### config.mk
export PLATFORM = sky130hd
export DESIGN_NAME = ts_pid_table_ctrl
export DESIGN_NICKNAME = d
export VERILOG_FILES = /design/src/rtl/ts_pid_ctrl_pkg.sv /design/src/rtl/ts_pid_table_ctrl.sv
export SDC_FILE = /design/constraint.sdc
export NUM_CORES = 1
export LEC_CHECK = 0
export ABC_AREA = 1
export CAP_MARGIN = 25
export CORE_MARGIN = 2
export CORE_UTILIZATION = 52
export CTS_CLUSTER_SIZE = 24
export DETAILED_ROUTE_END_ITERATION = 6
export GPL_TIMING_DRIVEN = 0
export HOLD_SLACK_MARGIN = 0.1
export PLACE_DENSITY = 0.81
export SLEW_MARGIN = 15
export SYNTH_ARGS = -nofsm -noshare
export SYNTH_HDL_FRONTEND = slang
export SYNTH_SLANG_ARGS = --single-unit
### constraint.sdc
create_clock -name clk -period 2.7 [get_ports clk]
set_clock_uncertainty 0.15 [all_clocks]
set_input_delay 0.54 -clock clk [delete_from_list [all_inputs] [get_ports clk]]
set_output_delay 0.54 -clock clk [all_outputs]
set_load 0.1 [all_outputs]
### src/rtl/ts_pid_ctrl_pkg.sv
// ts_pid_ctrl_pkg: shared widths, opcodes and state encoding for the PID table sequencer
package ts_pid_ctrl_pkg;
  localparam int PID_W = 13;
  localparam int TABLE_DEPTH = 1 << PID_W;
  localparam logic [1:0] OP_NOP = 2'd0;
  localparam logic [1:0] OP_SET = 2'd1;
  localparam logic [1:0] OP_FILL = 2'd2;
  localparam logic [1:0] OP_RANGE = 2'd3;
  typedef enum logic [1:0] {ST_IDLE, ST_WRITE, ST_FINISH} state_t;
endpackage

### src/rtl/ts_pid_table_ctrl.sv
// ts_pid_table_ctrl: expands SET/FILL/RANGE commands (cmd_*) into one-per-cycle table writes (table_*), with busy/done/err status
module ts_pid_table_ctrl
  import ts_pid_ctrl_pkg::*;
(
  input  logic             clk,
  input  logic             reset,
  input  logic             cmd_valid,
  output logic             cmd_ready,
  input  logic [1:0]       cmd_op,
  input  logic [PID_W-1:0] cmd_pid_lo,
  input  logic [PID_W-1:0] cmd_pid_hi,
  input  logic             cmd_value,
  output logic [PID_W-1:0] table_wr_address,
  output logic             table_data,
  output logic             table_wren,
  output logic             busy,
  output logic             done,
  output logic             err
);
  state_t state;
  logic [PID_W:0] cur, last, cur_nxt, stop;
  logic [PID_W-1:0] first;
  logic start;
  always_comb begin
    first = cmd_op == OP_FILL ? '0 : cmd_pid_lo;
    stop = cmd_op == OP_FILL ? (PID_W+1)'(TABLE_DEPTH-1) :
           cmd_op == OP_SET ? {1'b0, cmd_pid_lo} : {1'b0, cmd_pid_hi};
    start = cmd_valid && state == ST_IDLE &&
            (cmd_op == OP_SET || cmd_op == OP_FILL || (cmd_op == OP_RANGE && cmd_pid_lo <= cmd_pid_hi));
    cur_nxt = cur + (PID_W+1)'(1);
  end
  always_ff @(posedge clk) begin
    if (reset) begin
      state <= ST_IDLE;
      cmd_ready <= 1'b1;
      table_wren <= 1'b0;
      table_wr_address <= '0;
      table_data <= 1'b0;
      busy <= 1'b0;
      done <= 1'b0;
      err <= 1'b0;
      cur <= '0;
      last <= '0;
    end else begin
      done <= 1'b0;
      err <= 1'b0;
      case (state)
        ST_IDLE: begin
          if (start) begin
            state <= ST_WRITE;
            cmd_ready <= 1'b0;
            busy <= 1'b1;
            table_wren <= 1'b1;
            table_wr_address <= first;
            table_data <= cmd_value;
            cur <= {1'b0, first};
            last <= stop;
          end else if (cmd_valid) begin
            done <= cmd_op == OP_NOP;
            err <= cmd_op == OP_RANGE;
          end
        end
        ST_WRITE: begin
          if (cur == last) begin
            state <= ST_FINISH;
            table_wren <= 1'b0;
            busy <= 1'b0;
            done <= 1'b1;
          end else begin
            cur <= cur_nxt;
            table_wr_address <= cur_nxt[PID_W-1:0];
          end
        end
        ST_FINISH: begin
          state <= ST_IDLE;
          cmd_ready <= 1'b1;
        end
        default: state <= ST_IDLE;
      endcase
    end
  end
endmodule

[Yosys cells after proc, flatten, opt, wreduce, memory -nomap -nowiden]
Index checks and enable logic that the tools add are counted.
Operators by class
  add/subtract/negate cells: 1
  reduce and logical (&&, ||, !) cells: 15
  eq/ne operators: 9
  bitwise logic cells: 2
  $lt $le $gt $ge: 1
  muxes and demuxes: 21
Operators by type and width (count)
  2-to-1 mux 13 bit: 5
  2-to-1 mux 14 bit: 2
  case mux 14 bit (2 select lines): 1
  case mux 13 bit (2 select lines): 1
  adder 14 x 1 -> 14 bit, second input constant: 1
  == test 14 bit: 1
  less-or-equal comparator 13 bit: 1
  == test 2 bit, second input constant: 3
  2-to-1 mux 1 bit: 6
  != test 2 bit, second input constant: 3
  case mux 1 bit (2 select lines): 3
  AND reduction 2 bit: 3
  AND reduction 3 bit: 2
  == test 2 x 1 -> 1 bit, second input constant: 2
  logical NOT 2 bit: 2
  2-to-1 mux 2 bit: 2
  case mux 2 bit (2 select lines): 1
  nonzero test 2 bit: 2
  OR reduction 4 bit: 1
  logical AND 1 bit: 3
  logical OR 1 bit: 2
  inverter 1 bit: 2
Word-level totals
  register bits after elaboration: 48
  word-level logic and storage cells: 58
  output and inout port bits: 19
  input bits: 32

[Depth between registers and ports, before layout]
  depth after elaboration: 6
  mapped depth: 17
  depth with buffers taken out: 16

[Worst setup path after synthesis]
Ideal clock, no wire load.
  path type: input port to flip-flop
  start point: input port cmd_pid_hi[12]
  end point: register cmd_ready
  path buffers: 1
  library setup time: 0.123 ns
  data arrival time: 1.874 ns
  cell stages on the path: 14
  slack: 0.553 ns
  required time: 2.427 ns
  path through: inv_1 > ha_1 > nand2_1 > nor2_2 > inv_1 > nor2_2 > nand3_1 > nand2_1 > nand2_2 > nand2_4 > nand2_8 > buf_4 > a22oi_1 > nand2_1
On the way
  longest elaborated chain between the ends: 6
RTL lines
  start, declared: line ts_pid_table_ctrl.sv:11  | input logic [PID_W-1:0] cmd_pid_hi,
  less-or-equal comparator 13 bit: line ts_pid_table_ctrl.sv:29  | (cmd_op == OP_SET || cmd_op == OP_FILL || (cmd_op == OP_RANGE && cmd_pid_lo <= cmd_pid_hi));
  logical AND 1 bit: line ts_pid_table_ctrl.sv:29
  logical OR 1 bit: line ts_pid_table_ctrl.sv:29
  logical AND 1 bit: line ts_pid_table_ctrl.sv:28  | start = cmd_valid && state == ST_IDLE &&
  != test 2 bit (no source line)
  AND reduction 2 bit (no source line)
  end signal, assigned: line ts_pid_table_ctrl.sv:35  | cmd_ready <= 1'b1;
  end signal, assigned: line ts_pid_table_ctrl.sv:51  | cmd_ready <= 1'b0;
  end signal, assigned: line ts_pid_table_ctrl.sv:76  | cmd_ready <= 1'b1;
  end, declared: line ts_pid_table_ctrl.sv:8  | output logic cmd_ready,
Every way passes these cells.
A chain may end at the register's enable or synchronous reset.

[Worst setup path after layout]
  start point: register table_wr_address[9]
  end point: output port table_wr_address[9]
RTL lines
  start, declared: line ts_pid_table_ctrl.sv:13  | output logic [PID_W-1:0] table_wr_address,
  start signal, assigned: line ts_pid_table_ctrl.sv:54  | table_wr_address <= first;
  start signal, assigned: line ts_pid_table_ctrl.sv:71  | table_wr_address <= cur_nxt[PID_W-1:0];
No word-level cell between the ends.

==> impl_metrics.json <==
{
  "ys_warn_count": 0,
  "finalSetupTns_ns": 0,
  "setup_viol": 0,
  "die-area_um2": 5430,
  "yosys_register_bits": 34,
  "viasPerCell": 5.16,
  "worst-setup-path-type": "flip-flop to output pin",
  "wirelength_um": 6490,
  "start_util_pct": 53.8,
  "clkTransAtPathRegs_ns": 0.07,
  "diodes": 0,
  "min_period_ns": 2.63,
  "track_usage_pct": 25.3,
  "grt_pass1_wl_um": 10500,
  "fp.dieH_um": 73.7,
  "crit_arrival_ns": 1.94,
  "cts_made_buffers": 5,
  "netlist_area_um2": 2520,
  "num_rows": 25,
  "cp-end-kind": "output pin",
  "slowest_stage": "clkdlybuf4s50_1",
  "slew_violations": 0,
  "final_common_cell": "nand2_1",
  "peakVddDrop_uv": 245,
  "core-area_um2": 4690,
  "cts_buffer_depth": 2,
  "cp_max_fo": 5,
  "ys_types": 29,
  "final_cell_mix": "nand2_1, nor2_1, inv_1",
  "power_leakage_nw": 1.60,
  "numClockSinks": 34,
  "htreeDepth": 2,
  "crit_required_ns": 2.01,
  "avgSynthCellArea_um2": 6.50,
  "tightest_slew_ns": 0.967,
  "ioPinCount": 51,
  "fin_nets": 495,
  "drt_first_pass_iters": 4,
  "area_growth_pct": 27.0,
  "cpPeakStageDelay_ns": 1.11,
  "cts-root-buf": "clkbuf_8",
  "antenna_found_initial": 0,
  "finalHoldViolCount": 0,
  "clock_latency_ns": 0.29,
  "syn_nets": 438,
  "final_antenna_net_count": 0,
  "grt_pass1_vias": 2358,
  "grt-ovfl-total": 0,
  "fp.dieW_um": 73.7,
  "gp_congestion": 0.929,
  "synth_area_leader_cell": "dfxtp_1",
  "drt_iter0_drc": 162,
  "vias": 2576,
  "grt_max_degree": 11,
  "powerDensity_nw_per_um2": 539,
  "startpoint_type": "flip-flop",
  "worst_slack_ns": 0.0706,
  "worstHoldPathType": "flip-flop to flip-flop",
  "drc_errors": 0,
  "max_freq_mhz": 380,
  "status": "complete, no violations",
  "maxSlewHeadroom_pct": 35.4,
  "cp_cell_sequence": "buf_4 -> clkdlybuf4s50_1",
  "netlist_instances": 388,
  "preCtsSetupSlack_ns": -0.219,
  "yosys-top-cells-area": "dfxtp_1, nand2_1, nor2_1",
  "synth-seq-area-share_pct": 27.0,
  "port_buffers": 50,
  "dpl.hpwl_um": 5180,
  "yosys.area.top_type_share_pct": 27.0,
  "post-route-period-util_pct": 97.4,
  "routedWlPerCell_um": 13.0,
  "tritoncts": "done",
  "maxCapViolCount": 0,
  "drive_above_1_share_pct": 9.66,
  "cts_setup_buffers": 0
}
## area by class of cell
class	count	area (um2)
well taps	54	67.6
plain buffers	28	194
flip-flops and latches	34	681
inverters	51	191
clock inverters	2	10.0
clock buffers	5	68.8
fillers	438	1490
repair buffers	50	515
multi-input cells	275	1480
## synthesized netlist by cell type
library cell and n:
inv_2 3, o21ai_0 36, a22oi_1 3, a21oi_1 35
nor2_1 61, xnor2_1 3, inv_1 48, buf_6 4
ha_1 18, dfxtp_1 34, nand4_1 7, nor3_2 1
nand2_4 3, a31oi_1 1, buf_2 2, a22o_1 2
nor3b_2 1, o21ai_1 1, buf_4 15, o22ai_1 1
nor3_1 3, or2_0 2, nor2_2 2, nand2_1 69
clkbuf_1 7, xor2_1 5, nand3_1 19, nand2_2 1
nand2_8 1
## where the power goes
group / switching (W) / internal [W]
clock: 0.000182 / 0.000173
combinational: 0.000493 / 0.000263
sequential: 0.0000612 / 0.000554
total: 0.000737 / 0.000990
## cells by family (layout without fill, tap and decap cells)
family	after synthesis	count (layout)	synth area share (%)
adder cells (fa/ha/maj)	18	18	8.92
AND/OR/NAND/NOR	170	170	29.7
buffers and inverters	79	136	15.3
AO/OA/AOI/OAI	79	79	16.4
flip-flops	34	34	27.0
XOR/XNOR	8	8	2.78
## flip-flops by register name, summed over array words and instances (netlist names)
| signal | cells |
|---|---|
| cmd_ready | 1 |
| table_wr_address | 12 |
| err | 1 |
| table_data | 1 |
| cur | 2 |
| last | 13 |
| done | 1 |
| state | 2 |
| busy | 1 |
## per-stage QoR
stage | hold slack [ns] | instances | cell area [um2] | util, % | power [W]
after floorplan | 0.319 | 388 | 2520 | - | 0.00118
after global placement | 0.311 | 492 | 3090 | 65.9 | 0.00136
after detailed placement | 0.327 | 492 | 3090 | 65.9 | 0.00138
after CTS | 0.342 | 499 | 3170 | 67.5 | 0.00172
after global routing | 0.360 | 499 | 3200 | 68.3 | 0.00182
final | 0.337 | 499 | 3200 | 68.3 | 0.00173
## worst max-delay path: cells and delay by family (launching register included)
kind,cells,cell delay (ns)
buf+inv,2,1.24
flops,1,0.41
## final timing paths
| kind | slack, ns | start | to | cells past startpoint |
|---|---|---|---|---|
| setup / recovery | 0.07 | table_wr_address[9]$_SDFFE_PP0P_ | table_wr_address[9] | 2 |
| hold / removal | 0.34 | cmd_ready$_SDFFE_PP1P_ | cmd_ready$_SDFFE_PP1P_ | 2 |
| setup reg to reg | 0.66 | table_wr_address[0]$_SDFFE_PP0P_ | cur[12]$_SDFFE_PP0P_ | 11 |
| hold reg to reg | 0.34 | cmd_ready$_SDFFE_PP1P_ | cmd_ready$_SDFFE_PP1P_ | 2 |
## routing by layer
layer,track usage [%],part of all wire [%],up-vias
met4,6.67,1.4,0
met5,0,0,-
li1,-,-,1348
met3,4.25,5.8,8
met1,32.5,45,1136
met2,43.8,48,84
## repair_timing
action,4_1_cts,5_1_grt
pin swaps,0,2
endpoints found under the setup margin,4,33
hold buffers,0,0
resized for setup,4,14
Power figures use the tool's default switching activity.
